File: src/rtl/writeback_regfile_if.sv
// Execute-to-writeback register bundle (the EX_WB fields consumed by writeback).
// alu_result_ready qualifies the bundle each cycle; there is no ready/backpressure return path.
interface writeback_regfile_if #(
  parameter int XLEN = 32
);
  logic [XLEN-1:0] alu_result;
  logic            alu_result_ready;
  logic [4:0]      reg_wr_addr;
  logic            rd_wr_en;
  logic            do_not_execute;

  modport master (
    output alu_result,
    output alu_result_ready,
    output reg_wr_addr,
    output rd_wr_en,
    output do_not_execute
  );

  modport slave (
    input alu_result,
    input alu_result_ready,
    input reg_wr_addr,
    input rd_wr_en,
    input do_not_execute
  );
endinterface

File: src/rtl/writeback_regfile.sv
// Writeback stage: commits EX_WB results to the 32-entry register file, counts retires, emits a commit trace.
// Optional macro WB_READ_BYPASS_EN: read ports forward the same-cycle write data (write-through).
module writeback_regfile #(
  parameter int XLEN      = 32,
  parameter int INSTRET_W = 64
) (
  input  logic                 clk,
  input  logic                 reset,
  writeback_regfile_if.slave   ex_wb_r,
  input  logic [4:0]           rs1_addr,
  input  logic [4:0]           rs2_addr,
  output logic [XLEN-1:0]      rs1_data,
  output logic [XLEN-1:0]      rs2_data,
  output logic [INSTRET_W-1:0] instret,
  output logic                 commit_valid,
  output logic [4:0]           commit_addr,
  output logic [XLEN-1:0]      commit_data
);

  localparam logic [INSTRET_W-1:0] INSTRET_ONE = {{(INSTRET_W-1){1'b0}}, 1'b1};

  logic                 retire;
  logic                 wr_fire;
  logic [XLEN-1:0]      regs_q [32];
  logic [INSTRET_W-1:0] instret_q;
  logic [INSTRET_W-1:0] instret_d;
  logic                 commit_valid_q;
  logic [4:0]           commit_addr_q;
  logic [XLEN-1:0]      commit_data_q;

  assign retire  = ex_wb_r.alu_result_ready & ~ex_wb_r.do_not_execute;
  assign wr_fire = retire & ex_wb_r.rd_wr_en & (ex_wb_r.reg_wr_addr != 5'd0);

  // Counter wraps naturally modulo 2^INSTRET_W.
  assign instret_d = retire ? (instret_q + INSTRET_ONE) : instret_q;

  // Entry 0 is cleared on reset and never written; reads of x0 are forced to zero anyway.
  always_ff @(posedge clk) begin
    if (reset) begin
      for (int i = 0; i < 32; i++) begin
        regs_q[i] <= '0;
      end
      instret_q      <= '0;
      commit_valid_q <= 1'b0;
      commit_addr_q  <= 5'd0;
      commit_data_q  <= '0;
    end else begin
      if (wr_fire) begin
        regs_q[ex_wb_r.reg_wr_addr] <= ex_wb_r.alu_result;
        commit_addr_q               <= ex_wb_r.reg_wr_addr;
        commit_data_q               <= ex_wb_r.alu_result;
      end
      instret_q      <= instret_d;
      commit_valid_q <= wr_fire;
    end
  end

  always_comb begin
    rs1_data = '0;
    if (rs1_addr != 5'd0) begin
      rs1_data = regs_q[rs1_addr];
`ifdef WB_READ_BYPASS_EN
      if (wr_fire && (rs1_addr == ex_wb_r.reg_wr_addr)) begin
        rs1_data = ex_wb_r.alu_result;
      end
`endif
    end
  end

  always_comb begin
    rs2_data = '0;
    if (rs2_addr != 5'd0) begin
      rs2_data = regs_q[rs2_addr];
`ifdef WB_READ_BYPASS_EN
      if (wr_fire && (rs2_addr == ex_wb_r.reg_wr_addr)) begin
        rs2_data = ex_wb_r.alu_result;
      end
`endif
    end
  end

  assign instret      = instret_q;
  assign commit_valid = commit_valid_q;
  assign commit_addr  = commit_addr_q;
  assign commit_data  = commit_data_q;

endmodule

File: src/flat_wrapper.sv
// flat-port wrapper written by rule: the top's interface ports become plain ports
module writeback_regfile_flat 
#(
  parameter int XLEN      = 32,
  parameter int INSTRET_W = 64
)
  (clk, reset, rs1_addr, rs2_addr, rs1_data, rs2_data, instret, commit_valid, commit_addr, commit_data, ex_wb_r_alu_result, ex_wb_r_alu_result_ready, ex_wb_r_reg_wr_addr, ex_wb_r_rd_wr_en, ex_wb_r_do_not_execute);
  writeback_regfile_if #(.XLEN(XLEN)) ex_wb_r_i ();
  input  logic clk;
  input  logic reset;
  input  logic [4:0] rs1_addr;
  input  logic [4:0] rs2_addr;
  output logic [XLEN-1:0] rs1_data;
  output logic [XLEN-1:0] rs2_data;
  output logic [INSTRET_W-1:0] instret;
  output logic commit_valid;
  output logic [4:0] commit_addr;
  output logic [XLEN-1:0] commit_data;
  input wire logic [$bits(ex_wb_r_i.alu_result)-1:0] ex_wb_r_alu_result;
  input wire logic [$bits(ex_wb_r_i.alu_result_ready)-1:0] ex_wb_r_alu_result_ready;
  input wire logic [$bits(ex_wb_r_i.reg_wr_addr)-1:0] ex_wb_r_reg_wr_addr;
  input wire logic [$bits(ex_wb_r_i.rd_wr_en)-1:0] ex_wb_r_rd_wr_en;
  input wire logic [$bits(ex_wb_r_i.do_not_execute)-1:0] ex_wb_r_do_not_execute;
  assign ex_wb_r_i.alu_result = ex_wb_r_alu_result;
  assign ex_wb_r_i.alu_result_ready = ex_wb_r_alu_result_ready;
  assign ex_wb_r_i.reg_wr_addr = ex_wb_r_reg_wr_addr;
  assign ex_wb_r_i.rd_wr_en = ex_wb_r_rd_wr_en;
  assign ex_wb_r_i.do_not_execute = ex_wb_r_do_not_execute;
  writeback_regfile #(.XLEN(XLEN), .INSTRET_W(INSTRET_W)) u_core (.clk(clk), .reset(reset), .ex_wb_r(ex_wb_r_i), .rs1_addr(rs1_addr), .rs2_addr(rs2_addr), .rs1_data(rs1_data), .rs2_data(rs2_data), .instret(instret), .commit_valid(commit_valid), .commit_addr(commit_addr), .commit_data(commit_data));
endmodule
File: config.mk
export PLATFORM = sky130hd
export DESIGN_NAME = writeback_regfile_flat
export DESIGN_NICKNAME = d
export VERILOG_FILES = /design/src/rtl/writeback_regfile_if.sv /design/src/rtl/writeback_regfile.sv /design/src/flat_wrapper.sv
export SDC_FILE = /design/constraint.sdc
export NUM_CORES = 2
export LEC_CHECK = 0
export CAP_MARGIN = 20
export CORE_UTILIZATION = 30
export CTS_CLUSTER_SIZE = 30
export DETAILED_ROUTE_END_ITERATION = 12
export HOLD_SLACK_MARGIN = 0.06
export PLACE_DENSITY = 0.56
export RECOVER_POWER = 50
export REMOVE_ABC_BUFFERS = 1
export SLEW_MARGIN = 20
export SYNTH_ARGS = -nofsm -noshare
export SYNTH_HDL_FRONTEND = slang
export SYNTH_SLANG_ARGS = --single-unit
File: constraint.sdc
create_clock -name clk -period 5.2 [get_ports clk]
set_input_delay 1.04 -clock clk [delete_from_list [all_inputs] [get_ports clk]]
set_output_delay 1.04 -clock clk [all_outputs]
set_load 0.01 [all_outputs]
==> results.md <==
* Actual slew at the worst max-slew pin at 3190 ps
* Hold Path Stages at 2
* Gr busiest metal: met2
* Initial antenna violation count at 18
* CTS tree: built
* GP Congestion at 0.854
* I/O pin total at 218
* RSZ-0062 raised after global routing: no
* CP Max Fanout at 44
* HPWL after detailed placement at 129000 microns
* Slowest cell on crit path: clkbuf_1
* # setup viols final at 0
* R2r startpoint: u_core.instret[2]
* H-tree depth at 4
* Clk_lat worst skew at 780 ps
* Power Density at 320 nW/um^2
* Setup crit end kind: register
* Max-slew headroom at -1.12
* Initial DRC Count at 3885
* Cell count after synthesis at 4153
* Routed len/inst at 29.4 microns
* Post-CTS sizing at 0
* Hold Vio Cnt, Final at 0
* Clock tree buffer depth at 3
* Crit Path Class: primary input to register
* Antenna-violating nets left at 0
* Fin crit period at 4910 ps
* GRT Overall Usage at 0.209
* Synth unique cells at 55
* Total number of vias at 38100
* Routed WL at 205000 microns
* Worst hold slack at 450 ps
* Post-CTS setup repair buffer count at 0
* Synth async-reset ratio at 0
* Synth top area cells: edfxtp_1 (52%), mux4_2 (18%), and2_1 (11%)
* Main synth FF type: edfxtp_1
* Status: finished, violations left
* Layout cells sized above 1 at 0.234
* Root Buffer: clkbuf_16
* Critical-path cell list: clkbuf_1 -> buf_4 -> clkbuf_1 -> or2_1 -> buf_12
* Failing checks: capacitance limit, slew limit
* CTS hold repair buffers at 0
* Met2 Track Usage GR at 0.338
* Maximum vdd drop at 0.000216 V
* Synth area leader: edfxtp_1
* Layout area overhead at 18.1%
* Mean Syn Cell Area at 13.9 sq um
* Core region area at 190000 sq um
* Yosys reg bits at 1095
* Req. time, crit path at 5660 ps
* DRC viols at 0
* Length in cells of the worst reg-to-reg path at 5
* Vias in the first global route at 38700
* Port buffer count at 217
* Largest net degree at the start of global routing at 57
* Arrival time worst endpoint at 5370 ps
* First-pass GRT wire length at 289000 microns
* Leakage at 23.1 nW
* Reg2reg end: u_core.instret[51]
* Post-Synthesis Cell Area at 57600 sq um
* Max-cap violations at 19
* R2R setup slack at 2230 ps
* Hold Path Origin: u_core.commit_data[4]
* Setup TNS at 0 ps
* Synth warnings at 0
* Fillers at 18100
* Pre-antenna DRT Iters at 5
* Clk slew on worst S/H paths at 50 ps
* CP startpoint kind: primary input
* GR Overflow Total at 0
* Proportion of netlist area held by the largest area contributor at 0.518
* Die Span Y at 440 microns
* Clock Skews at 22.9 ps
* Num rows at 160
* Initial Util at 0.302
* Fmax at 203 MHz
* Routed vias/inst at 5.46
* Final Max Tran Viols at 592
* Max stage delay on crit path at 2290 ps
* Final Cycle Share at 0.945
* Nets at 4414
* GR Util met1 at 0.277
* Die ar. at 194000 sq um
* Routing usage on met3 at 0.0363
* Clk sinks at 1095
* Most frequent CP cell: clkbuf_1
* Register area share after synthesis at 0.553
* Clock buffer count from CTS at 132
* Die Wd at 440 microns
* Hold/Removal Path Class: register to register
* Worst hold endpoint: u_core.commit_data[4]
* Number of flops mapped to enable cells by yosys at 993
[per-stage QoR]
stage                     instance area (sq um)  power, mW  setup slack (ps)   util  instances
after global placement                    64100       13.0               220  0.337       6738
after detailed placement                  64100       13.0               238  0.337       6738
final                                     68000       21.7               285  0.357       6978
after CTS                                 68200       21.9               222  0.358       6975
after global routing                      68000       22.3               120  0.357       6977
after floorplan                           55900       11.5              1180      -       3728
[logic make-up (layout without fill, tap and decap cells)]
logic type / after synthesis / after routing / synth area share
fa+ha+maj: 1 / 1 / 0.000217
buf+inv: 435 / 746 / 0.0301
xor+xnor: 28 / 28 / 0.00426
compound gates: 343 / 343 / 0.0428
mux: 643 / 643 / 0.211
flops: 1095 / 1095 / 0.553
simple gates: 1607 / 1607 / 0.158
other cells: 1 / 4 / 0.0000651
[flip-flops by register name (all words and copies together), names as in the netlist]
signal	count
u_core.commit_addr	5
u_core.commit_data	32
u_core.commit_valid	1
u_core.instret	64
u_core.regs_q	993
[power by group]
part           internal (mW)  switching [mW]
sequential              10.0           0.211
clock                   5.05            3.86
combinational           1.14            1.47
[placed cells by master, fill, tap and decap left out, types with 32 or more instances in the layout]
cell,synthesis,final
mux2_2,62,62
edfxtp_1,993,993
buf_4,0,203
nor2_1,117,90
and2_1,996,744
a21oi_1,123,123
dfxtp_1,102,102
and2_0,0,250
mux2i_1,131,131
clkbuf_16,0,136
mux4_2,450,450
clkbuf_1,308,52
buf_12,0,44
and3_1,32,32
o21ai_0,36,36
clkdlybuf4s50_1,0,99
o2111a_1,40,40
dlygate4sd3_1,0,104
a221oi_1,42,42
nand2_1,298,298
[synthesized netlist by cell type, types with 19 or more instances]
cell type  number
and2_1        996
edfxtp_1      993
mux4_2        450
clkbuf_1      308
nand2_1       298
mux2i_1       131
a21oi_1       123
nor2_1        117
dfxtp_1       102
buf_2          81
mux2_2         62
a221oi_1       42
o2111a_1       40
buf_1          36
o21ai_0        36
and3_1         32
or2_2          31
nand3_1        26
o2111ai_1      22
o211ai_1       22
or3_1          20
a22oi_1        19
[layout make-up]
class | count | area (sq um) | share of cell area
flip-flops and latches | 1095 | 31900 | 0.469
inverters | 10 | 37.5 | 0.000552
multi-input cells | 2623 | 24200 | 0.356
diodes | 3 | 7.51 | 0.000110
clock buffers | 170 | 3560 | 0.0523
clock inverters | 67 | 508 | 0.00747
well taps | 2511 | 3140 | 0.0462
repair buffers | 499 | 4710 | 0.0693
[routing by layer]
layer,share of wire,up-vias
met5,0.000063,-
met4,0.042,2
met3,0.079,363
met2,0.47,1796
met1,0.41,19900
li1,-,16100
[how the worst max path moves through the flow]
stage | start | endpoint | slack, ps | cells after the start
floorplan | ex_wb_r_reg_wr_addr[4] | u_core.commit_addr[0] | 1180 | 4
global placement | rs2_addr[0] | rs2_data[3] | 220 | 8
detailed placement | rs2_addr[1] | rs2_data[3] | 240 | 7
CTS | rs2_addr[1] | rs2_data[3] | 220 | 7
global route | reset | u_core.regs_q[2][18] | 120 | 5
finish | reset | u_core.regs_q[2][4] | 290 | 5
[critical path: cells and delay by family]
family | cells | cell delay (ps)
AND/OR/NAND/NOR | 1 | 990
buffers and inverters | 4 | 3270
Note: power is estimated with default switching activity, not from simulation.
